===== config.mk =====
export PLATFORM = sky130hd
export DESIGN_NAME = ram_master_flat
export DESIGN_NICKNAME = d
export VERILOG_FILES = /design/src/rtl/ram_master_pkg.sv /design/src/rtl/ram_master_if.sv /design/src/rtl/ram_master.sv /design/src/flat_wrapper.sv
export SDC_FILE = /design/constraint.sdc
export NUM_CORES = 1
export LEC_CHECK = 0
export CAP_MARGIN = 20
export CORE_MARGIN = 5
export CORE_UTILIZATION = 25
export CTS_CLUSTER_DIAMETER = 150
export DETAILED_ROUTE_END_ITERATION = 7
export SYNTH_ARGS = -nofsm -noshare
export SYNTH_HDL_FRONTEND = slang
export SYNTH_SLANG_ARGS = --single-unit

===== constraint.sdc =====
create_clock -name clk -period 5.8 [get_ports clk]
set_input_delay 1.74 -clock clk [delete_from_list [all_inputs] [get_ports clk]]
set_output_delay 1.74 -clock clk [all_outputs]
set_load 0.1 [all_outputs]

===== src/rtl/ram_master_pkg.sv =====
// Shared widths and FSM state encoding for the RAM bus master.
package ram_master_pkg;

    localparam int unsigned ADDR_W = 12;
    localparam int unsigned DATA_W = 16;
    localparam int unsigned LEN_W  = 8;

    typedef enum logic [2:0] {
        ST_IDLE    = 3'd0,
        ST_ADDR    = 3'd1,
        ST_RD_EN   = 3'd2,
        ST_RD_CAP  = 3'd3,
        ST_RSP     = 3'd4,
        ST_WR_WAIT = 3'd5,
        ST_WR      = 3'd6
    } state_e;

endpackage


===== src/rtl/ram_master_if.sv =====
// Request/write-data/response handshakes plus the RAM strobe and shared-bus signals.
interface ram_master_if;
    import ram_master_pkg::*;

    logic              req_valid;
    logic              req_ready;
    logic              req_we;
    logic [ADDR_W-1:0] req_addr;
    logic [LEN_W-1:0]  req_len;
    logic              wd_valid;
    logic              wd_ready;
    logic [DATA_W-1:0] wd_data;
    logic              rsp_valid;
    logic              rsp_ready;
    logic [DATA_W-1:0] rsp_data;
    logic              rsp_last;
    logic              done;
    logic              mar_load;
    logic              ram_en;
    logic              ram_load;
    logic [DATA_W-1:0] bus_out;
    logic              bus_oe;
    logic [DATA_W-1:0] ram_out;

    modport master (
        input  req_valid, req_we, req_addr, req_len, wd_valid, wd_data, rsp_ready, ram_out,
        output req_ready, wd_ready, rsp_valid, rsp_data, rsp_last, done,
               mar_load, ram_en, ram_load, bus_out, bus_oe
    );

    modport slave (
        output req_valid, req_we, req_addr, req_len, wd_valid, wd_data, rsp_ready, ram_out,
        input  req_ready, wd_ready, rsp_valid, rsp_data, rsp_last, done,
               mar_load, ram_en, ram_load, bus_out, bus_oe
    );

endinterface


===== src/rtl/ram_master.sv =====
// Burst read/write initiator for the single-port RAM: sequences MAR load, read and write
// strobes per beat with an auto-incrementing address.
module ram_master
    import ram_master_pkg::*;
(
    input  logic         clk,
    input  logic         rst_n,
    ram_master_if.master rm
);

    state_e            state_q, state_d;
    logic [ADDR_W-1:0] addr_q, addr_d;
    logic [LEN_W-1:0]  cnt_q, cnt_d;
    logic              we_q, we_d;
    logic [DATA_W-1:0] wdata_q, wdata_d;
    logic              last_c;

    logic              req_ready_q, wd_ready_q, rsp_valid_q, rsp_last_q, done_q;
    logic              mar_load_q, ram_en_q, ram_load_q, bus_oe_q;
    logic [DATA_W-1:0] bus_out_q, rsp_data_q;

    assign last_c = (cnt_q == '0);

    // Next-state and beat bookkeeping
    always_comb begin
        state_d = state_q;
        addr_d  = addr_q;
        cnt_d   = cnt_q;
        we_d    = we_q;
        wdata_d = wdata_q;
        case (state_q)
            ST_IDLE: begin
                if (rm.req_valid) begin
                    addr_d  = rm.req_addr;
                    cnt_d   = rm.req_len;
                    we_d    = rm.req_we;
                    state_d = ST_ADDR;
                end
            end
            ST_ADDR: begin
                if (we_q) state_d = ST_WR_WAIT;
                else      state_d = ST_RD_EN;
            end
            ST_RD_EN:  state_d = ST_RD_CAP;
            ST_RD_CAP: state_d = ST_RSP;
            ST_WR_WAIT: begin
                if (rm.wd_valid) begin
                    wdata_d = rm.wd_data;
                    state_d = ST_WR;
                end
            end
            ST_RSP, ST_WR: begin
                if (state_q == ST_WR || rm.rsp_ready) begin
                    if (last_c) begin
                        state_d = ST_IDLE;
                    end else begin
                        addr_d  = ADDR_W'(addr_q + 1'b1);
                        cnt_d   = LEN_W'(cnt_q - 1'b1);
                        state_d = ST_ADDR;
                    end
                end
            end
            default: state_d = ST_IDLE;
        endcase
    end

    // Outputs are registered as a decode of the upcoming state, so they track state_q exactly
    always_ff @(posedge clk or negedge rst_n) begin
        if (!rst_n) begin
            state_q     <= ST_IDLE;
            addr_q      <= '0;
            cnt_q       <= '0;
            we_q        <= 1'b0;
            wdata_q     <= '0;
            req_ready_q <= 1'b1;
            wd_ready_q  <= 1'b0;
            rsp_valid_q <= 1'b0;
            rsp_last_q  <= 1'b0;
            done_q      <= 1'b0;
            mar_load_q  <= 1'b0;
            ram_en_q    <= 1'b0;
            ram_load_q  <= 1'b0;
            bus_oe_q    <= 1'b0;
            bus_out_q   <= '0;
            rsp_data_q  <= '0;
        end else begin
            state_q     <= state_d;
            addr_q      <= addr_d;
            cnt_q       <= cnt_d;
            we_q        <= we_d;
            wdata_q     <= wdata_d;
            req_ready_q <= (state_d == ST_IDLE);
            wd_ready_q  <= (state_d == ST_WR_WAIT);
            rsp_valid_q <= (state_d == ST_RSP);
            rsp_last_q  <= (state_d == ST_RSP) && (cnt_d == '0);
            done_q      <= (state_d == ST_IDLE) && (state_q != ST_IDLE);
            mar_load_q  <= (state_d == ST_ADDR);
            ram_en_q    <= (state_d == ST_RD_EN);
            ram_load_q  <= (state_d == ST_WR);
            bus_oe_q    <= (state_d == ST_ADDR) || (state_d == ST_WR);
            if (state_d == ST_ADDR)    bus_out_q <= DATA_W'(addr_d);
            else if (state_d == ST_WR) bus_out_q <= wdata_d;
            else                       bus_out_q <= '0;
            // RAM output became valid at the ram_en edge; sample it one cycle later
            if (state_q == ST_RD_CAP)  rsp_data_q <= rm.ram_out;
        end
    end

    assign rm.req_ready = req_ready_q;
    assign rm.wd_ready  = wd_ready_q;
    assign rm.rsp_valid = rsp_valid_q;
    assign rm.rsp_last  = rsp_last_q;
    assign rm.rsp_data  = rsp_data_q;
    assign rm.done      = done_q;
    assign rm.mar_load  = mar_load_q;
    assign rm.ram_en    = ram_en_q;
    assign rm.ram_load  = ram_load_q;
    assign rm.bus_oe    = bus_oe_q;
    assign rm.bus_out   = bus_out_q;

endmodule


===== src/flat_wrapper.sv =====
// flat-port wrapper written by rule: the top's interface ports become plain ports
module ram_master_flat import ram_master_pkg::*;
  (clk, rst_n, rm_req_valid, rm_req_we, rm_req_addr, rm_req_len, rm_wd_valid, rm_wd_data, rm_rsp_ready, rm_ram_out, rm_req_ready, rm_wd_ready, rm_rsp_valid, rm_rsp_data, rm_rsp_last, rm_done, rm_mar_load, rm_ram_en, rm_ram_load, rm_bus_out, rm_bus_oe);
  ram_master_if rm_i ();
  input  logic clk;
  input  logic rst_n;
  input wire logic [$bits(rm_i.req_valid)-1:0] rm_req_valid;
  input wire logic [$bits(rm_i.req_we)-1:0] rm_req_we;
  input wire logic [$bits(rm_i.req_addr)-1:0] rm_req_addr;
  input wire logic [$bits(rm_i.req_len)-1:0] rm_req_len;
  input wire logic [$bits(rm_i.wd_valid)-1:0] rm_wd_valid;
  input wire logic [$bits(rm_i.wd_data)-1:0] rm_wd_data;
  input wire logic [$bits(rm_i.rsp_ready)-1:0] rm_rsp_ready;
  input wire logic [$bits(rm_i.ram_out)-1:0] rm_ram_out;
  output wire logic [$bits(rm_i.req_ready)-1:0] rm_req_ready;
  output wire logic [$bits(rm_i.wd_ready)-1:0] rm_wd_ready;
  output wire logic [$bits(rm_i.rsp_valid)-1:0] rm_rsp_valid;
  output wire logic [$bits(rm_i.rsp_data)-1:0] rm_rsp_data;
  output wire logic [$bits(rm_i.rsp_last)-1:0] rm_rsp_last;
  output wire logic [$bits(rm_i.done)-1:0] rm_done;
  output wire logic [$bits(rm_i.mar_load)-1:0] rm_mar_load;
  output wire logic [$bits(rm_i.ram_en)-1:0] rm_ram_en;
  output wire logic [$bits(rm_i.ram_load)-1:0] rm_ram_load;
  output wire logic [$bits(rm_i.bus_out)-1:0] rm_bus_out;
  output wire logic [$bits(rm_i.bus_oe)-1:0] rm_bus_oe;
  assign rm_i.req_valid = rm_req_valid;
  assign rm_i.req_we = rm_req_we;
  assign rm_i.req_addr = rm_req_addr;
  assign rm_i.req_len = rm_req_len;
  assign rm_i.wd_valid = rm_wd_valid;
  assign rm_i.wd_data = rm_wd_data;
  assign rm_i.rsp_ready = rm_rsp_ready;
  assign rm_i.ram_out = rm_ram_out;
  assign rm_req_ready = rm_i.req_ready;
  assign rm_wd_ready = rm_i.wd_ready;
  assign rm_rsp_valid = rm_i.rsp_valid;
  assign rm_rsp_data = rm_i.rsp_data;
  assign rm_rsp_last = rm_i.rsp_last;
  assign rm_done = rm_i.done;
  assign rm_mar_load = rm_i.mar_load;
  assign rm_ram_en = rm_i.ram_en;
  assign rm_ram_load = rm_i.ram_load;
  assign rm_bus_out = rm_i.bus_out;
  assign rm_bus_oe = rm_i.bus_oe;
  ram_master u_core (.clk(clk), .rst_n(rst_n), .rm(rm_i));
endmodule

==> results of run 1 <==
## synthesized netlist by cell type (3+ instances only)
cell type,instances,area [sq um]
inv_1,10,37.5
buf_2,5,25.0
and3_1,4,25.0
nand4_1,4,25.0
mux2_2,17,191
o21ai_0,8,40.0
clkbuf_1,10,37.5
a211o_1,4,35.0
ha_1,3,37.5
dfrtp_1,64,1600
a22o_1,11,96.3
nand3_1,10,50.1
o21ai_1,6,30.0
and2_1,5,31.3
a21oi_1,9,45.0
or4_1,3,22.5
nor4_1,3,18.8
a221o_1,4,40.0
mux2i_1,5,50.1
xor2_1,5,43.8
nand2_1,17,63.8
nor3_1,3,15.0
nor2b_1,4,25.0
a21o_1,4,30.0
nand2b_1,4,25.0
a22oi_1,7,52.6
nor2_1,16,60.1
## registers in the layout, summed over array words and instances, names as in the netlist
| register | cells |
|---|---|
| u_core.addr_q | 12 |
| u_core.cnt_q | 8 |
| u_core.rm.bus_oe | 1 |
| u_core.rm.bus_out | 16 |
| u_core.rm.done | 1 |
| u_core.rm.mar_load | 1 |
| u_core.rm.ram_en | 1 |
| u_core.rm.ram_load | 1 |
| u_core.rm.req_ready | 1 |
| u_core.rm.rsp_data | 16 |
| u_core.rm.rsp_last | 1 |
| u_core.rm.rsp_valid | 1 |
| u_core.rm.wd_ready | 1 |
| u_core.state_q | 3 |
| u_core.we_q | 1 |
## layer usage
layer	track usage [%]	vias to the layer above	share of wire, %
met4	3.57	0	1.6
met1	15.9	1258	46
li1	-	1239	-
met3	3.87	15	7.4
met2	18.6	91	45
met5	0	-	0
## stage by stage
step	cells	worst slack, ns	util (%)	instance area, sq um	hold WS, ns
2_1_floorplan	286	2.17	-	3150	0.478
3_3_place_gp	542	1.87	34.4	4290	0.489
3_5_place_dp	542	1.79	34.4	4290	0.492
4_1_cts	558	2.07	36.7	4580	0.504
5_1_grt	558	1.90	36.7	4580	0.521
6_report	558	2.08	36.7	4580	0.503
## worst paths after layout
path                                                to              startpoint
worst max-delay path                      rm_req_ready     u_core.rm.req_ready
worst min-delay path            u_core.rm.rsp_data[10]  u_core.rm.rsp_data[10]
worst max register to register      u_core.rm.rsp_last       u_core.state_q[0]
worst min register to register  u_core.rm.rsp_data[10]  u_core.rm.rsp_data[10]
max in group asynchronous        u_core.rm.rsp_data[8]                   rst_n
min in group asynchronous          u_core.rm.rsp_valid                   rst_n
## final cells by class
cell class                      instances  area (sq um)
Clock buffer                           14           274
Clock inverter                          2          12.5
Fill cell                            1261          7890
Inverter                               11          41.3
Multi-Input combinational cell        194          1420
Sequential cell                        65          1630
Tap cell                              172           215
Timing Repair Buffer                  100           991
## cells in the final DEF, fill, tap and decap left out, types with 5 or more instances in the layout
| cell | n |
|---|---|
| nand2_1 | 17 |
| dfrtp_1 | 64 |
| mux2i_1 | 5 |
| mux2_2 | 17 |
| xor2_1 | 5 |
| a22oi_1 | 7 |
| and2_1 | 5 |
| o21ai_0 | 8 |
| a22o_1 | 11 |
| nand3_1 | 10 |
| inv_1 | 10 |
| a21oi_1 | 9 |
| nor2_1 | 16 |
| o21ai_1 | 6 |
| clkdlybuf4s50_1 | 97 |
| clkbuf_16 | 9 |
## cell families (layout without fill, tap and decap cells)
| group | after synthesis | after routing | synth area share, % |
|---|---|---|---|
| xor gates and xnor gates | 5 | 5 | 1.39 |
| and+or+nand+nor | 92 | 92 | 17.0 |
| muxes | 23 | 23 | 8.03 |
| buffers and inverters | 27 | 127 | 3.42 |
| DFF | 65 | 65 | 51.7 |
| adders and majority gates | 3 | 3 | 1.19 |
| AOI/OAI and AO/OA | 71 | 71 | 17.2 |
==> metrics.md, run 1 <==
| Metric | Value |
|---|---|
| GP Congestion | 0.840 |
| Mean Syn Cell Area | 11.0 sq um |
| Worst slew pin tran | 1.00 ns |
| # Max-Cap Violations | 0 |
| Post CTS Setup Buffer Count | 0 |
| Final Critical Period | 3.72 ns |
| Area delta synth->final | 45.5% |
| Initial antenna violation count | 0 |
| IO Count | 99 |
| Mapped Nets | 347 |
| Critical-path cell list | clkdlybuf4s50_1 |
| Startpoint Class | flip-flop |
| Detailed-route wire length | 8900 microns |
| Worst Clk Skew | 0.00838 ns |
| Max FO, Critical Path | 1 |
| Hold_buf cts | 0 |
| Seq cells post-synth | 65 |
| Tcrit/Tclk final | 64.1% |
| CP max stage delay | 1.15 ns |
| Drt drc | 0 |
| Final setup vio count | 0 |
| Outcome | finished, final reports clean |
| CP delay by family, top | buffers and inverters |
| RSZ-0062 raised after global routing | false |
| F_max | 0.269 GHz |
| Asr flop ratio synth | 100% |
| R2R cell count | 5 |
| First drt pass iteration count | 4 |
| Primary FF master, synth | dfrtp_1 |
| Via Count | 2603 |
| Slew Limit Fails | 0 |
| WP depth | 1 |
| Clock Tree Buf Depth | 2 |
| Row count | 41 |
| Die Ht | 122 microns |
| Final Hold Viols | 0 |
| Root Driver | clkbuf_16 |
| CTS tree | built |
| Post-synthesis cell type count | 61 |
| YS warnings | 0 |
| CTS clock-pin slew for the worst setup and hold paths | 0.05 ns |
| Fin nets | 442 |
| Core area | 12500 sq um |
| Slew HR | 32.9% |
| CTS Sinks | 65 |
| Port bufs | 98 |
| Gr ovfl total | 0 |
| Largest net degree at the start of global routing | 38 |
| Post-synth EDFFs | 0 |
| DP HPWL | 6610 microns |
| Clock buffer count from CTS | 9 |
| Max H-tree Level | 3 |
| Post-CTS resize count | 0 |
| Hold crit path type | reg -> reg |
| WP data required | 4.06 ns |
| Clock latency on the worst-skew pair | 0.32 ns |
| Die width | 122 microns |
| Routed wire per std cell | 15.9 microns |
| First-pass GRT wire length | 14200 microns |
| Share of cells above drive strength 1 | 13.5% |
| Post-Syn Area | 3150 sq um |
| Antenna Violating Nets Remaining | 0 |
| Die ar. | 14900 sq um |
| Setup CP Type | reg -> out |
| Hold depth | 1 |
| Number of global-route vias before repair | 2700 |
| Crit-path slowest cell | clkdlybuf4s50_1 |
| Critical path arrival | 1.98 ns |
| Register area share after synthesis | 51.7% |
| Reg2reg setup slack | 3.18 ns |
| DR vias/cell | 4.66 |
| Crit. End Element | output port |
| GR Util All Layers | 12.0% |
| Final TNS setup | 0 ns |
| DRT iter0 DRCs | 225 |
| Synth Instances | 286 |
| Initial Util | 25.3% |
| Diodes inserted | 0 |
| Crit path buffers/inverters | 1 |
Power of run 1 is not shown: default switching activity piles up to over one toggle a cycle in this logic, so the estimate is an artifact.
==> inputs of run 2 (changes only) <==
==> constraint.sdc (replaced) <==
create_clock -name clk -period 3.09 [get_ports clk]
set_input_delay 0.927 -clock clk [delete_from_list [all_inputs] [get_ports clk]]
set_output_delay 0.927 -clock clk [all_outputs]
set_load 0.1 [all_outputs]
==> run 2 against run 1 <==
  * Count of clock-buffer cells in the layout is 3 lower
  * Critical path depth is 6 higher
  * Sequential share of layout area is 0.24 points higher
  * Non-clock buffer count is 10 higher
  * Worst hold slack better by 0.0036 ns
  * Die area stayed put
  * Cell count is 1.4% higher
==> metrics.md, run 2 (synthesized netlist as in run 1, its figures left out) <==
| Metric | Value |
|---|---|
| Outcome | finished, final reports clean (unchanged) |
| Hold Startpoint | u_core.rm.rsp_data[15] (was u_core.rm.rsp_data[10]) |
| CTS tree | built (unchanged) |
| First-pass GRT wire length | 14000 microns (was 14200 microns) |
| Crit. End Element | flip-flop (was output port) |
| R2R cell count | 6 (was 5) |
| Drt drc | 0 (unchanged) |
| Critical path arrival | 2.95 ns (was 1.98 ns) |
| Commonest cells after routing, fill and taps aside | dfrtp_1, clkdlybuf4s50_1, buf_4 (was clkdlybuf4s50_1, dfrtp_1, nand2_1, mux2_2, nor2_1) |
| Largest net degree at the start of global routing | 44 (was 38) |
| Wire length on met2 | 4260 microns (was 4000 microns) |
| Worst Clk Skew | 0.00293 ns (was 0.00838 ns) |
| Die ar. | 14900 sq um (unchanged) |
| Filler instances | 1257 (was 1261) |
| F_max | 0.367 GHz |
| Max FO, Critical Path | 4 (was 1) |
| Final TNS setup | 0 ns (unchanged) |
| DP HPWL | 6890 microns (was 6610 microns) |
| Post CTS Setup Buffer Count | 0 (unchanged) |
| Met1 WL | 3850 microns (was 4100 microns) |
| Max H-tree Level | 3 (unchanged) |
| CP delay by family, top | buffers and inverters (unchanged) |
| Reg2reg setup slack | 0.50 ns (was 3.18 ns) |
| Clock latency on the worst-skew pair | 0.32 ns (about the same) |
| Die Ht | 122 microns (unchanged) |
| Startpoint Class | input port (was flip-flop) |
| Diodes inserted | 0 (unchanged) |
| Root Driver | clkbuf_16 (unchanged) |
| Detailed-route wire length | 8920 microns (was 8900 microns) |
| # Max-Cap Violations | 0 (unchanged) |
| Final setup vio count | 0 (unchanged) |
| Uppermost layer routed | met4 (unchanged) |
| Crit-path slowest cell | clkdlybuf4s50_1 (unchanged) |
| RSZ-0062 raised after global routing | false (unchanged) |
| Share of cells above drive strength 1 | 26.1% (was 13.5%) |
| Initial Util | 25.3% (unchanged) |
| DRT iter0 DRCs | 208 (was 225) |
| Slew Limit Fails | 0 (unchanged) |
| IO Count | 99 (unchanged) |
| Clock buffer count from CTS | 9 (unchanged) |
| Die width | 122 microns (unchanged) |
| CP max stage delay | 0.55 ns (was 1.15 ns) |
| Critical R2R Capture | u_core.rm.rsp_last (unchanged) |
| Final hold slack | 0.506 ns (was 0.503 ns) |
| Antenna Violating Nets Remaining | 0 (unchanged) |
| CTS clock-pin slew for the worst setup and hold paths | 0.05 ns (about the same) |
| Core area | 12500 sq um (unchanged) |
| Fin util | 36.5% (was 36.7%) |
| Fin nets | 452 (was 442) |
| GP Congestion | 0.843 (was 0.840) |
| Area delta synth->final | 44.5% (was 45.5%) |
| Clock Tree Buf Depth | 2 (unchanged) |
| CTS Sinks | 65 (unchanged) |
| GR Util All Layers | 11.9% (was 12.0%) |
| Critical-path cell list | clkdlybuf4s50_1 -> buf_4 -> o211ai_1 -> a21o_1 -> a211o_1 -> or4b_1 -> nor4_2 (was clkdlybuf4s50_1) |
| Via Count | 2600 (was 2603) |
| Hold crit path type | reg -> reg (unchanged) |
| Gr ovfl total | 0 (unchanged) |
| Number of global-route vias before repair | 2662 (was 2700) |
| Hold depth | 1 (unchanged) |
| Final Critical Period | 2.73 ns |
| Hold EP | u_core.rm.rsp_data[15] (was u_core.rm.rsp_data[10]) |
| Tcrit/Tclk final | 88.3% |
| Placed cell areas | 4280 sq um (was 4290 sq um) |
| First drt pass iteration count | 4 (unchanged) |
| DR vias/cell | 4.59 (was 4.66) |
| Final Hold Viols | 0 (unchanged) |
| Routed length on met3 | 701 microns (was 657 microns) |
| FF-to-FF Start | u_core.state_q[0] (unchanged) |
| Row count | 41 (unchanged) |
| Worst slew pin tran | 0.802 ns (was 1.00 ns) |
| Final instance area | 4550 sq um (was 4580 sq um) |
| Slew HR | 46.5% (was 32.9%) |
| Hold_buf cts | 0 (unchanged) |
| Port bufs | 98 (unchanged) |
| WP data required | 3.31 ns (was 4.06 ns) |
| Routed wire per std cell | 15.8 microns (was 15.9 microns) |
| Post-CTS resize count | 0 (unchanged) |
| Setup CP Type | in -> reg (was reg -> out) |
| Initial antenna violation count | 0 (unchanged) |
| Commonest non-fill, non-tap cell in the layout | dfrtp_1 (was clkdlybuf4s50_1) |
| Crit path buffers/inverters | 2 (was 1) |
==> run 2: cell count changes in the layout (fill, tap and decap cells not counted), sizes merged <==
cell and delta:
clkinv +1, buf +51, clkdlybuf4s50 -41, clkbuf -3
==> run 2: cell type report <==
cell class / instances / area [sq um] / area share (%)
Inverter: 11 / 41.3 / 0.908
Tap cell: 172 / 215 / 4.73
Clock buffer: 11 / 253 / 5.56
Multi-Input combinational cell: 194 / 1420 / 31.2
Clock inverter: 3 / 17.5 / 0.385
Timing Repair Buffer: 110 / 976 / 21.5
Sequential cell: 65 / 1630 / 35.8
==> run 2: worst max-delay path by stage <==
stage,startpoint,endpoint,slack [ns],cells past startpoint
final,rm_rsp_ready,u_core.rm.rsp_last,0.36,7
after global routing,rm_rsp_ready,u_core.rm.rsp_last,0.23,7
after global placement,rm_rsp_ready,u_core.rm.rsp_last,0.08,7
after detailed placement,rm_rsp_ready,u_core.rm.rsp_last,0.05,7
after floorplan,rm_req_valid,u_core.rm.rsp_last,0.27,7
after CTS,rm_rsp_ready,u_core.rm.rsp_last,0.37,7
==> run 2: metrics by stage <==
step | setup slack (ns) | cells
6_report | 0.363 | 566
3_3_place_gp | 0.0839 | 552
5_1_grt | 0.231 | 566
4_1_cts | 0.375 | 566
3_5_place_dp | 0.0504 | 552
2_1_floorplan | 0.269 | 286
==> run 2: per-layer routing <==
metal | vias to the layer above | GRT usage [%]
met4 | 0 | 3.50
met3 | 11 | 3.78
li1 | 1262 | -
met2 | 97 | 19.3
met5 | - | 0
met1 | 1230 | 15.2
Power of run 2 is left out for the same reason.
